==> src/rtl/norm_sched.sv <==
// rtl/norm_sched.sv - two-requester leading-zero normaliser with a shared LZC
module norm_sched #(
  parameter int ROUND_ROBIN = 1
) (
  input  logic        clk,
  input  logic        reset,
  input  logic        req0,
  input  logic [15:0] data0,
  output logic        ack0,
  input  logic        req1,
  input  logic [15:0] data1,
  output logic        ack1,
  output logic        out_valid,
  input  logic        out_ready,
  output logic        out_id,
  output logic [4:0]  out_count,
  output logic [15:0] out_norm,
  output logic        out_zero,
  output logic        busy
);

  typedef enum logic [1:0] {
    IDLE = 2'd0,
    CALC = 2'd1,
    HOLD = 2'd2
  } state_t;

  state_t      state_q;
  logic [15:0] operand_q;
  logic        id_q;
  logic        last_q;
  logic        ack0_q;
  logic        ack1_q;
  logic        out_valid_q;
  logic        out_id_q;
  logic [4:0]  out_count_q;
  logic [15:0] out_norm_q;
  logic        out_zero_q;

  logic        grant_id_d;
  logic [4:0]  lzc_d;
  logic [15:0] norm_d;

  // Arbitration: a tie goes to the requester not served last in round-robin
  // mode, otherwise requester 0; a lone request always wins.
  always_comb begin
    grant_id_d = 1'b0;
    if (req0 && req1) begin
      grant_id_d = (ROUND_ROBIN != 0) ? ~last_q : 1'b0;
    end else if (req1) begin
      grant_id_d = 1'b1;
    end
  end

  // Shared leading-zero counter on the captured operand; the highest set bit
  // is scanned last so it determines the count, and an all-zero operand gives 16.
  always_comb begin
    lzc_d = 5'd16;
    for (int i = 0; i < 16; i++) begin
      if (operand_q[i]) begin
        lzc_d = 5'(15 - i);
      end
    end
    norm_d = operand_q << lzc_d;
  end

  // Control FSM with all outputs registered; reset wins over any event.
  always_ff @(posedge clk) begin
    if (reset) begin
      state_q     <= IDLE;
      operand_q   <= 16'h0000;
      id_q        <= 1'b0;
      last_q      <= 1'b1;
      ack0_q      <= 1'b0;
      ack1_q      <= 1'b0;
      out_valid_q <= 1'b0;
      out_id_q    <= 1'b0;
      out_count_q <= 5'd0;
      out_norm_q  <= 16'h0000;
      out_zero_q  <= 1'b0;
    end else begin
      case (state_q)
        IDLE: begin
          if (req0 || req1) begin
            operand_q <= grant_id_d ? data1 : data0;
            id_q      <= grant_id_d;
            last_q    <= grant_id_d;
            ack0_q    <= ~grant_id_d;
            ack1_q    <= grant_id_d;
            state_q   <= CALC;
          end
        end
        CALC: begin
          ack0_q      <= 1'b0;
          ack1_q      <= 1'b0;
          out_count_q <= lzc_d;
          out_norm_q  <= norm_d;
          out_zero_q  <= (operand_q == 16'h0000);
          out_id_q    <= id_q;
          out_valid_q <= 1'b1;
          state_q     <= HOLD;
        end
        HOLD: begin
          if (out_ready) begin
            out_valid_q <= 1'b0;
            state_q     <= IDLE;
          end
        end
        default: begin
          ack0_q      <= 1'b0;
          ack1_q      <= 1'b0;
          out_valid_q <= 1'b0;
          state_q     <= IDLE;
        end
      endcase
    end
  end

  assign ack0      = ack0_q;
  assign ack1      = ack1_q;
  assign out_valid = out_valid_q;
  assign out_id    = out_id_q;
  assign out_count = out_count_q;
  assign out_norm  = out_norm_q;
  assign out_zero  = out_zero_q;
  assign busy      = (state_q != IDLE);

endmodule
==> config.mk <==
export PLATFORM = sky130hd
export DESIGN_NAME = norm_sched
export DESIGN_NICKNAME = d
export VERILOG_FILES = /design/src/rtl/norm_sched.sv
export SDC_FILE = /design/constraint.sdc
export NUM_CORES = 1
export LEC_CHECK = 0
export ABC_AREA = 1
export BUFFER_PORTS_ARGS = -buffer_cell sky130_fd_sc_hd__buf_2
export CAP_MARGIN = 20
export CORE_ASPECT_RATIO = 0.9
export CORE_UTILIZATION = 55
export CTS_BUF_LIST = sky130_fd_sc_hd__clkbuf_4
export CTS_CLUSTER_DIAMETER = 100
export DETAILED_ROUTE_END_ITERATION = 8
export PLACE_DENSITY = 0.82
export SLEW_MARGIN = 30
export SYNTH_ARGS = -nofsm -noshare
export SYNTH_HDL_FRONTEND = slang
export SYNTH_SLANG_ARGS = --single-unit
==> constraint.sdc <==
create_clock -name clk -period 2.4 [get_ports clk]
set_clock_uncertainty 0.2 [all_clocks]
set_input_delay 0.48 -clock clk [delete_from_list [all_inputs] [get_ports clk]]
set_output_delay 0.48 -clock clk [all_outputs]
set_load 0.05 [all_outputs]
Word-level counts from Yosys, hierarchy flattened
Cells that the tools add are included.
Storage, ports and cells
  bits in registers: 46
  input port bits: 37
  output and inout bits: 27
  logic and storage cells: 57
Operators by class
  equality and inequality tests: 4
  shifts and indexed selects: 1
  mux-type cells: 28
  bitwise operators: 4
  reduce and logical (&&, ||, !) cells: 9
Operators by type and width (count)
  2-to-1 mux 5 bit: 16
  logical NOT 16 bit: 1
  2-to-1 mux 16 bit: 1
  << shifter 16 x 5 -> 16 bit: 1
  AND reduction 2 bit: 4
  one-hot mux 2 bit (3 select lines): 1
  2-to-1 mux 1 bit: 5
  2-to-1 mux 2 bit: 2
  inequality test 2 bit, second input constant: 2
  inverter 1 bit: 4
  one-hot mux 1 bit (2 select lines): 2
  one-hot mux 1 bit (3 select lines): 1
  equality test 2 x 1 -> 1 bit, second input constant: 1
  equality test 2 bit, second input constant: 1
  logical NOT 2 bit: 1
  nonzero test 2 bit: 1
  logical AND 1 bit: 1
  logical OR 1 bit: 1

Logic depth before layout (Yosys ltp)
  word-level depth: 17
  gate-level depth with buffers: 24
  depth with buffers taken out: 23

Least setup slack after synthesis
Ideal clock, no wire load.
  path kind: reg2reg
  start: register operand_q[2]
  end: register out_norm_q[14] (netlist: out_norm[14])
  setup time: 133 ps
  arrival time: 1624 ps
  data required time: 2067 ps
  path slack: 443 ps
  stages on the path, launching flop included: 23
  path buffers: 1
  period minus slack after synthesis: 1957 ps
  path through: dfxtp_1 > inv_2 > nand2_1 > nand2_1 > nand2_1 > nand2_1 > nand2_1 > nand2_1 > nand2_1 > nand2_1 > nand2_1 > nand2_1 > nand2_2 > nand2_4 > nand2_4 > buf_12 > nand2_1 > nand3_1 > nand2_1 > nor2_1 > nand2_1 > nand3_1 > a21oi_2
On the way
  cells in the longest elaborated chain, start to end: 15
Ends and longest elaborated chain
  start: declaration: line 29  | logic [15:0] operand_q;
  start signal: assignment: line 85  | operand_q <= grant_id_d ? data1 : data0;
  2-to-1 mux 5 bit (14 in series): line 60  | if (operand_q[i]) begin
  << shifter 16 x 5 -> 16 bit *: line 64  | norm_d = operand_q << lzc_d;
  end signal: assignment: line 97  | out_norm_q <= norm_d;
  end: declaration: line 37  | logic [15:0] out_norm_q;
Mark *: on every way between the ends. The rest lies on a longest branch, timed or not.
A chain may end at the register's enable or synchronous reset.

Worst setup path after layout
  start: register operand_q[2]
  end: register out_norm_q[11] (netlist: out_norm[11])
The elaborated chain is that of the path after synthesis.

==> impl_metrics.toml <==
[pwr]
power_frac_clock = 0.187
internal-power_mw = 1.45
leakage_nw = 1.51
p_sw_frac = 0.452
ir_worst_vdd_mv = 0.760
powerDensity_nw_per_um2 = 862
p_sw_mw = 1.20
seq_power_share = 0.349
power_frac_comb = 0.464
power_mw = 2.65

[die]
core_area_um2 = 4460
initial_utilization = 0.577
die_w_um = 74.1
rows = 23
pin_count = 64
die_y_um = 66.9
die_area_um2 = 4960

[worst_setup_path]
cp_common_cell = "nand2_1"
cpPeakStageDelay_ns = 0.39
cp_top_family = "simple AND/OR/NAND/NOR gates"
slowest_stage = "dfxtp_4"
cp.buffers_inverters = 2
critPathKind = "reg2reg"
rr_startpoint = "operand_q[2]"
ff2ff_setup_slack_ns = 0.11
crit_path_cell_trace = "inv_2, nand2_1, nand2_1, nand2_1, nand2_1, nand2_1, nand2_1, nand2_1, nand2_1, nand2_1, nand2_1, nand2_2, nand2_8, nand2_4, buf_4, nand2_2, nand3_2, nand2_2, nand3_1, nand2_1, nand2_1, a21oi_2"
reg2reg_depth = 22
startpoint = "operand_q[2]"
reg2reg_to = "out_norm[11]"
cp-start-kind = "flip-flop"
crit_arrival_ns = 2.41
endpoint = "out_norm[11]"
critPathMaxFanout = 15
end_kind = "flip-flop"
critPathRequiredTime_ns = 2.52
worstSetupPathDepth = 22

[routing]
drtAntennaViolNets = 0
dr.first_iter.drc_count = 302
drc = 0
vias = 2879
vias_per_cell = 5.55
finalWirelength_um = 6650
wl_per_cell_um = 12.8
first_pass_iters = 5

[synth]
ys_seq_elements = 46
async_flop_share = 0
synthCells = 393
netlist_area_um2 = 2570
synth_most_common_cell = "nand2_1"
synthSimpleGateAreaFrac = 0.381
synth_area_leaders = "dfxtp_1 36%, nand2_1 16%, nand3_1 13%"
netlist_top_cells_count = "107 x nand2_1, 66 x nand3_1, 46 x dfxtp_1"
yosys.area.top_type = "dfxtp_1"
synth.distinct_cells = 29
synthMuxAreaShare = 0
synthAdderAreaFrac = 0
synth_xor_area_frac = 0
synth-edff-count = 0
avgSynthCellArea_um2 = 6.55
synth_top_family_by_area = "simple AND/OR/NAND/NOR gates"
yosysWarnings = 0
synthesis.nets = 430
yosysSeqAreaShare = 0.358
synth_flop_cell = "dfxtp_1"
synthDominantCellAreaShare = 0.358
synth_compound_area_frac = 0.164

[final_layout]
diodes = 0
area_delta_synth_final_pct = 19.5
utilization = 0.689
final_area_um2 = 3070
drive_gt1_frac = 0.254
fin_cells = 519
fin_nets = 493

[clocking]
clk_pin_slew_ns = 0.15
clockRootBuffer = "clkbuf_4"
cts_buffers = 5
htree_levels = 2
cts_tree = "built"
clock_latency_ns = 0.37
cts_sinks = 46
clock_path_buffers = 2

[grt]
grtUsageTotal = 0.287
grt_start_max_net_pins = 35
grt_pass1_vias = 2577
overflow = 0
grt_first_pass_wirelength_um = 11100
antenna_found_initial = 0

[timing]
maxSlewViolCount = 0
fmax_ghz = 0.436
hold_ws_ns = 0.145
finalSetupTns_ns = 0
slew_headroom = 0.572
fin_crit_sh = 0.956
min_period_ns = 2.29
fin_ws_ns = 0.106
grt_setup_unrepaired = "yes"
hold_viol_final = 0
setup_viol = 0
worst_slew_pin_slew_ns = 0.641

[placement]
gp_congestion = 0.957
placed_area_um2 = 2940
dpl.hpwl_um = 4920
dp.cells = 509
portBuffers = 63
place_ws_ns = 0.0529

[min_path]
hold_class = "in2reg"
hp-start = "data0[2]"
hold_depth = 3

[status]
status = "finished, final reports clean"

[run]
cap_violations = 0
[per-layer routing]
metal  wire length (µm)  GRT usage
met4                129      0.103
met3                332     0.0439
met2               3240      0.498
met5                  0          0
met1               2940      0.356
[registers in the layout, indices dropped and copies added, names as in the netlist]
register / flops
state_q: 2
last_q: 1
out_zero: 1
id_q: 1
operand_q: 16
out_id: 1
out_norm: 16
ack0: 1
out_valid: 1
ack1: 1
out_count: 5
[final cells by class]
class	count	area, µm²
tap	62	77.6
sequential	46	927
inverter	38	143
clock inverter	3	43.8
multi-input combinational	291	1450
timing repair buffer	74	398
clock buffer	5	37.5
fill	396	1390
[cell usage in the layout (no fill, tap or decap), drive strengths merged, types with 2 or more instances in the layout]
cell type    n
inv         38
a211o        2
nand4        3
clkinv       2
o21ai       29
clkbuf       5
dfxtp       46
a21oi       23
nand2      119
buf         74
o211ai       3
nor2        19
a31oi       16
nor3         2
nand3       71
[timing repair]
action,in CTS,in global routing
gates resized for setup,0,11
setup endpoints to repair,0,12
setup buffers,0,1
hold buffers,0,0
[cells by family after synthesis]
kind of cell / count (synthesis)
compound gates: 74
flops: 46
simple gates: 216
buf+inv: 57
[worst min-delay path by stage]
stage,to,slack (ns)
6_report,operand_q[2],0.14
4_1_cts,operand_q[6],0.15
5_1_grt,operand_q[6],0.14
2_1_floorplan,out_id,0.23
3_5_place_dp,out_norm[0],0.25
3_3_place_gp,out_id,0.25
[power groups by stage]
stage,clock [mW],sequential [mW],combinational [mW]
floorplan,0,1.10,0.756
global placement,0,0.936,1.14
detailed placement,0,0.939,1.16
CTS,0.494,0.922,1.16
global route,0.528,0.940,1.36
finish,0.495,0.925,1.23
[worst reg2reg max path, delay by kind of cell (launching register included)]
family                 cells  cell delay, ns
buffers and inverters      2            0.26
AND/OR/NAND/NOR           19            1.30
AO/OA/AOI/OAI              1            0.10
flip-flops                 1            0.39
No activity file was read; power rests on OpenSTA's default activity.
